===== src/rtl/load_scoreboard_pkg.sv =====
// Shared constants and helpers for the load-use scoreboard.
package load_scoreboard_pkg;

  localparam int STALL_W          = 6;
  localparam int REG_ADDR_W       = 5;
  localparam int NUM_GPR          = 32;
  localparam int ID_HOLD_BIT      = 2;
  localparam int EX_HOLD_BIT      = 3;
  localparam int LOAD_LAT_DEFAULT = 3;

  localparam logic Stop   = 1'b1;
  localparam logic NoStop = 1'b0;

  // Counter width able to hold the value lat; at least one bit.
  function automatic int cnt_width(input int lat);
    int w;
    w = $clog2(lat + 1);
    return (w < 1) ? 1 : w;
  endfunction

  // Number of set bits in a 32-bit mask.
  function automatic logic [5:0] popcount32(input logic [31:0] v);
    logic [5:0] sum;
    sum = '0;
    for (int i = 0; i < 32; i++) begin
      sum = sum + {5'b0, v[i]};
    end
    return sum;
  endfunction

endpackage


===== src/rtl/load_scoreboard_sb_entry.sv =====
// One scoreboard entry: countdown of EX advances until a load result is
// forwardable. Load wins over clear and decrement; rst and flush win over all.
module sb_entry
  import load_scoreboard_pkg::*;
#(
  parameter int LAT = LOAD_LAT_DEFAULT,
  parameter int CW  = cnt_width(LAT)
) (
  input  logic clk,
  input  logic rst,
  input  logic flush_i,
  input  logic load_i,
  input  logic clear_i,
  input  logic dec_i,
  output logic busy_o
);

  logic [CW-1:0] cnt_q;
  logic [CW-1:0] cnt_d;

  // Next-state: reset/flush clear, issue updates, then saturating decrement.
  always_comb begin
    cnt_d = cnt_q;
    if (flush_i) begin
      cnt_d = '0;
    end else if (load_i) begin
      cnt_d = CW'(LAT);
    end else if (clear_i) begin
      cnt_d = '0;
    end else if (dec_i && (cnt_q != '0)) begin
      cnt_d = cnt_q - 1'b1;
    end
  end

  // Counter register with synchronous active-high reset.
  always_ff @(posedge clk) begin
    if (rst) begin
      cnt_q <= '0;
    end else begin
      cnt_q <= cnt_d;
    end
  end

  assign busy_o = (cnt_q != '0);

endmodule


===== src/rtl/load_scoreboard.sv =====
// Load-use scoreboard: tracks GPRs with loads still in flight and requests
// an ID stall when the instruction in ID reads one of them.
module load_scoreboard
  import load_scoreboard_pkg::*;
#(
  parameter int LOAD_LAT = LOAD_LAT_DEFAULT
) (
  input  logic                  clk,
  input  logic                  rst,
  input  logic                  flush,
  input  logic [STALL_W-1:0]    stall,
  input  logic                  id_valid,
  input  logic [REG_ADDR_W-1:0] id_rs_raddr,
  input  logic [REG_ADDR_W-1:0] id_rt_raddr,
  input  logic                  id_we,
  input  logic [REG_ADDR_W-1:0] id_waddr,
  input  logic                  id_is_load,
  output logic                  stallreq_for_load,
  output logic [NUM_GPR-1:0]    busy_mask,
  output logic [5:0]            pending_cnt
);

  localparam int CW = cnt_width(LOAD_LAT);

  logic issue;
  logic issue_load;
  logic issue_alu;
  logic ex_adv;
  logic rs_hit;
  logic rt_hit;
  logic unused_stall;

  // Only the ID and EX hold bits matter here.
  assign unused_stall = ^{stall[5:4], stall[1:0]};

  // Instruction leaves ID this cycle; flush kills it.
  assign issue      = id_valid & (stall[ID_HOLD_BIT] == NoStop) & ~flush;
  assign issue_load = issue & id_we & id_is_load & (id_waddr != '0);
  assign issue_alu  = issue & id_we & ~id_is_load & (id_waddr != '0);
  assign ex_adv     = (stall[EX_HOLD_BIT] == NoStop);

  // $0 is hardwired zero and never tracked.
  assign busy_mask[0] = 1'b0;

  for (genvar g = 1; g < NUM_GPR; g++) begin : g_entry
    sb_entry #(
      .LAT (LOAD_LAT),
      .CW  (CW)
    ) u_entry (
      .clk     (clk),
      .rst     (rst),
      .flush_i (flush),
      .load_i  (issue_load & (id_waddr == REG_ADDR_W'(g))),
      .clear_i (issue_alu  & (id_waddr == REG_ADDR_W'(g))),
      .dec_i   (ex_adv),
      .busy_o  (busy_mask[g])
    );
  end

  // Zero-latency hazard check of ID source operands against registered state.
  always_comb begin
    rs_hit            = (id_rs_raddr != '0) & busy_mask[id_rs_raddr];
    rt_hit            = (id_rt_raddr != '0) & busy_mask[id_rt_raddr];
    stallreq_for_load = id_valid & (rs_hit | rt_hit);
    pending_cnt       = popcount32(busy_mask);
  end

endmodule


===== config.mk =====
export PLATFORM = sky130hd
export DESIGN_NAME = load_scoreboard
export DESIGN_NICKNAME = d
export VERILOG_FILES = /design/src/rtl/load_scoreboard_pkg.sv /design/src/rtl/load_scoreboard_sb_entry.sv /design/src/rtl/load_scoreboard.sv
export SDC_FILE = /design/constraint.sdc
export NUM_CORES = 1
export LEC_CHECK = 0
export ABC_AREA = 0
export CAP_MARGIN = 20
export CORE_MARGIN = 5
export CORE_UTILIZATION = 62
export DETAILED_ROUTE_END_ITERATION = 12
export MAX_ROUTING_LAYER = met4
export PLACE_DENSITY = 0.95
export SLEW_MARGIN = 30
export SYNTH_ARGS = -nofsm -noshare
export SYNTH_HDL_FRONTEND = slang
export SYNTH_SLANG_ARGS = --single-unit

===== constraint.sdc =====
create_clock -name clk -period 8.9 [get_ports clk]
set_input_delay 1.335 -clock clk [delete_from_list [all_inputs] [get_ports clk]]
set_output_delay 1.335 -clock clk [all_outputs]
set_load 0.05 [all_outputs]

### Word level (Yosys, flattened, before mapping)

Cells that the tools add are included.

* flip-flop bits (word level): 62
* input bits: 27
* output and inout bits: 39
* word-level logic and storage cells: 396

* add/sub/neg operators: 61
* order comparisons: 2
* eq/ne operators: 31
* muxes and demuxes: 97
* bitwise operators: 77
* reductions and logical operators: 97

Operator list (count)
* 2-to-1 mux 2 bit: 93
* adder 6 x 1 -> 6 bit: 25
* nonzero test 3 bit: 31
* equality test 5 bit, second input constant: 16
* AND 1 bit: 72
* nonzero test 2 bit: 31
* subtractor 2 x 1 -> 2 bit, second input constant: 31
* equality test 5 x 4 -> 1 bit, second input constant: 8
* logical AND 1 bit: 31
* equality test 5 x 3 -> 1 bit, second input constant: 4
* nonzero test 5 bit: 3
* less-than comparator 5 x 6 -> 1 bit, second input constant: 2
* binary-select mux 1 bit (select 5 bit): 2
* equality test 5 x 2 -> 1 bit, second input constant: 2
* adder 5 x 1 -> 6 bit: 1
* adder 4 x 1 -> 5 bit: 1
* equality test 5 x 1 -> 1 bit, second input constant: 1
* adder 3 x 1 -> 4 bit: 1
* NOT 1 bit: 4
* adder 2 x 1 -> 3 bit: 1
* adder 1 x 1 -> 2 bit: 1
* 2-to-1 mux 1 bit: 2
* OR reduction 2 bit: 1
* bitwise OR 1 bit: 1

### Logic depth before layout (Yosys ltp)

* word-level depth: 31
* depth in mapped cells: 20
* gate-level depth less buffers: 20

### By module

From an unflattened synthesis, not the netlist that was laid out.

* cells, all modules: 684
* area, all modules: 5555.3 µm²

By module, submodules not included
* sb_entry: times used 31, cells an instance 15, area each 123.9 µm², sequential area each 40.0 µm²
* load_scoreboard: times used 1, cells an instance 219, area each 1715.4 µm², sequential area each 0.0 µm²

### Least setup slack after synthesis

OpenSTA, ideal clock, no wires.

* path kind: register to output
* from: register g_entry[14].u_entry.cnt_q[0]
* to: output port pending_cnt[4]
* arrival time: 5523 ps
* data required time: 7565 ps
* slack: 2042 ps
* cell stages (with the launch flop): 21
* path through: dfxtp_1 > inv_1 > ha_1 > inv_1 > fa_1 > inv_1 > fa_1 > inv_1 > fa_1 > fa_1 > inv_1 > fa_1 > inv_1 > fa_1 > fa_1 > inv_1 > fa_1 > inv_1 > a21o_1 > a21oi_1 > xnor2_1

* longest elaborated chain between the ends: 19

RTL lines
* start, declared: RTL line load_scoreboard_sb_entry.sv:18 `logic [CW-1:0] cnt_q;`
* start signal, assigned: RTL line load_scoreboard_sb_entry.sv:40 `cnt_q <= cnt_d;`
* nonzero test 2 bit: RTL line load_scoreboard_sb_entry.sv:44 `assign busy_o = (cnt_q != '0);`
* net g_entry[14].u_entry.busy_o: RTL line load_scoreboard_sb_entry.sv:15 `output logic busy_o`
* adder 6 x 1 -> 6 bit (18 in series): RTL line load_scoreboard_pkg.sv:26 `sum = sum + {5'b0, v[i]};`
* end, declared: RTL line load_scoreboard.sv:20 `output logic [5:0] pending_cnt`

The timed path passes the listed nets, and every way through them passes these cells.

### Worst setup path after layout

* from: register g_entry[14].u_entry.cnt_q[0]
* to: output port pending_cnt[4]

* longest elaborated chain between the ends: 19

RTL lines (RTL line)
* nonzero test 2 bit: load_scoreboard_sb_entry.sv:44
* adder 6 x 1 -> 6 bit (18 in series): load_scoreboard_pkg.sv:26

Every way passes these cells.

==> impl_results.md <==
- Status: finished, final reports clean
- Worst skew pair latency: approximately 350 ps
- Clk buf depth: 2
- Worst Setup End Kind: output port
- Critical path startpoint category: register
- CTS buffer count: 9
- Hold Path Depth: 2
- Fillers: 654
- Initial DRC Count: 243
- Max FFs per register: 62
- Ant diodes: 0
- Post-Syn Nets: 766
- Tmin final: just under 8000 ps
- Met2 Routed Length: 6680 microns
- Pin count of the biggest net entering global routing: 63
- Clock skew: ~5.4 ps
- Die X: roughly 100 microns
- Crit Path Max Fanout: 4
- EDFF count, synth: 0
- Post-DRT Antenna Nets: 0
- Die ar.: 0.0105 sq mm
- Worst R2R Start: g_entry[3].u_entry.cnt_q[1]$_SDFFE_PP0P_
- Core Box Area: 0.00830 sq mm
- Multi-input gate area: approximately 0.0033 sq mm
- Setup tns final: 0 ps
- Synth Instances: 678
- WL final: 13200 microns
- Main synth FF type: dfxtp_1
- VDD IR-drop max: 0.100 mV
- I/O pin count: 66
- Vias in the first global route: 4903
- First-pass DRT Iterations: 4
- Clk slew on worst S/H paths: 60 ps
- Critical Path RT: 7570 ps
- Critical Path AT: 6430 ps
- DRC: 0
- Hold Crit Start: g_entry[29].u_entry.cnt_q[1]$_SDFFE_PP0P_
- IO buf count: 60
- GP Congestion: 0.986
- Max-Cap Viols: 0
- # setup viols final: 0
- Post-synthesis cell area: 0.00532 sq mm
- Synth Warn #: 0
- HP Class: register to register
- Synth unique cells: 48
- Largest Register: g_entry.u_entry.cnt_q
- Clock net sink count: 62
- Relative slew slack: 39.4%
- CTS H-tree depth: 3
- Cells on worst reg2reg path: 6
- Setup bufs post-CTS: 0
- Die H: 103 microns
- Routed met3 length: 977 microns
- Rows: 33
- RSZ-0062 raised after global routing: false
- Share of layout cells above drive strength 1: ~5%
- Synthesized flop and latch total: just over 60
- Reg area: 0.00124 sq mm
- # resized after CTS: 0
- Final worst path period share: 87.2%
- Initial core utilization: roughly 64%
- Max Used Layer: met4
- Slowest CP cell: clkdlybuf4s50_1
- Vias/cell: 5.82
- Grt total ovfl: 0
- Worst Max-Slew Pin Slew: 902 ps
- CP max stage delay: between 800 and 900 ps
- Clock root buffer master: clkbuf_8
- Routed wire length per instance: 16.5 microns
- CP Class: register to output port
- Hold endpoint: g_entry[29].u_entry.cnt_q[1]$_SDFFE_PP0P_
- Reg2reg end: g_entry[3].u_entry.cnt_q[1]$_SDFFE_PP0P_
- Power density cells: 102 mW/mm^2
- First-pass GRT wire length: 22100 microns
- Leak pwr: 0.00239 uW
- Leading cell type in the layout, fill and taps excluded: inv_1
- Top Registers: g_entry.u_entry.cnt_q: 62 flops
- Seq/Total Area, Yosys: a little under a quarter
- Syn avg cell area: 7.84 sq um
- Most frequent cells in the layout: inv_1 (119), nor2_1 (77), dfxtp_1 (62), nand2_1 (60), clkdlybuf4s50_1 (60)
- Initial antenna violation count: 0
- FF-to-FF setup slack: ~7400 ps
- Nets: slightly below 800
- Post-CTS Hold Buffers: 0
- Final Hold Fails: 0
- Max Fclk: 129 MHz
- Critical path, cell by cell: inv_1 > ha_1 > inv_1 > fa_1 > inv_1 > fa_1 > inv_1 > fa_1 > fa_1 > inv_1 > fa_1 > inv_1 > fa_1 > fa_1 > inv_1 > fa_1 > inv_1 > a21o_1 > a21oi_1 > xnor2_1 > clkdlybuf4s50_1
- Layout area overhead: 10.9%
- Post-synth ARST share: 0%
- Metal-1 WL: 5100 microns
- Total track usage: roughly 28%
- Final Slew Violations: 0
- CTS tree: built
- DP Wirelength: approximately 10000 microns
- Hold slack: about 560 ps
- Via count: 4654
[routing by layer]
metal  GRT usage [%]  up-vias
met1            30.8     2199
met4            12.9        0
li1                -     2220
met5               -        -
met3            5.62       40
met2            47.2      195
[metrics by stage]
| stage | cell area, sq um | utilization (%) | std cells | power (uW) | worst slack, ps |
|---|---|---|---|---|---|
| 3_5_place_dp | 5690 | 68.6 | 784 | 343 | 1440 |
| 2_1_floorplan | 5320 | - | 678 | 323 | 2040 |
| 5_1_grt | 5900 | 71.1 | 799 | 620 | 774 |
| 4_1_cts | 5900 | 71.1 | 799 | 601 | 1050 |
| 6_report | 5900 | 71.1 | 799 | 599 | 1140 |
| 3_3_place_gp | 5690 | 68.5 | 784 | 341 | 1530 |
[worst max path at each step]
stage,startpoint,to,slack [ps]
2_1_floorplan,g_entry[14].u_entry.cnt_q[0]$_SDFFE_PP0P_,pending_cnt[4],2040
3_3_place_gp,g_entry[2].u_entry.cnt_q[0]$_SDFFE_PP0P_,pending_cnt[4],1530
5_1_grt,g_entry[2].u_entry.cnt_q[0]$_SDFFE_PP0P_,pending_cnt[4],770
4_1_cts,g_entry[2].u_entry.cnt_q[0]$_SDFFE_PP0P_,pending_cnt[4],1050
3_5_place_dp,g_entry[2].u_entry.cnt_q[0]$_SDFFE_PP0P_,pending_cnt[4],1440
6_report,g_entry[14].u_entry.cnt_q[0]$_SDFFE_PP0P_,pending_cnt[4],1140
[kinds of logic (layout without fill, tap and decap cells)]
group                      Yosys count  count (layout)  synth area share [%]
and+or+nand+nor                    196             196                  17.3
buffers and inverters              180             196                  15.5
AOI/OAI and AO/OA                  117             117                  13.9
DFF                                 62              62                  23.3
adders and majority gates           61              61                  17.6
xor gates and xnor gates            34              34                  5.60
muxes                               27              27                  6.75
other                                1               1                0.0705
[power by group]
| group | internal, uW | total (uW) | switching, uW |
|---|---|---|---|
| registers | 278 | 278 | 0.105 |
| logic | 20.7 | 59.7 | 39.1 |
| clock network | 150 | 262 | 112 |
[area by class of cell]
class / count / area share [%]
well taps: 105 / 2.23
flip-flops and latches: 62 / 21.0
clock inverters: 3 / 0.721
clock buffers: 12 / 2.80
inverters: 119 / 7.57
repair buffers: 62 / 10.4
multi-input cells: 436 / 55.2
[critical path, delay by kind of cell (launching register included)]
| kind | cells | cell delay, ps |
|---|---|---|
| flops | 1 | 300 |
| fa+ha+maj | 9 | 3930 |
| compound gates | 2 | 340 |
| buf+inv | 9 | 1360 |
| xor+xnor | 1 | 140 |
[synthesized netlist by cell type, drive strengths merged, types with 4 or more instances]
cell type,number,area [sq um]
inv,119,447
nor2,78,295
dfxtp,62,1240
nand2,60,225
a21oi,55,275
buf,43,309
ha,38,475
xnor2,34,298
fa,23,460
mux2i,19,190
o21ai,19,95.1
clkbuf,18,67.6
o221ai,16,140
nand3,11,55.1
nor3,10,60.1
mux4,7,158
nand4,7,43.8
a211oi,6,45.0
nand2b,6,37.5
o211ai,6,45.0
nor2b,5,31.3
nor3b,4,30.0
nor4,4,31.3
o2111ai,4,35.0
No activity file was read; power rests on OpenSTA's default activity.
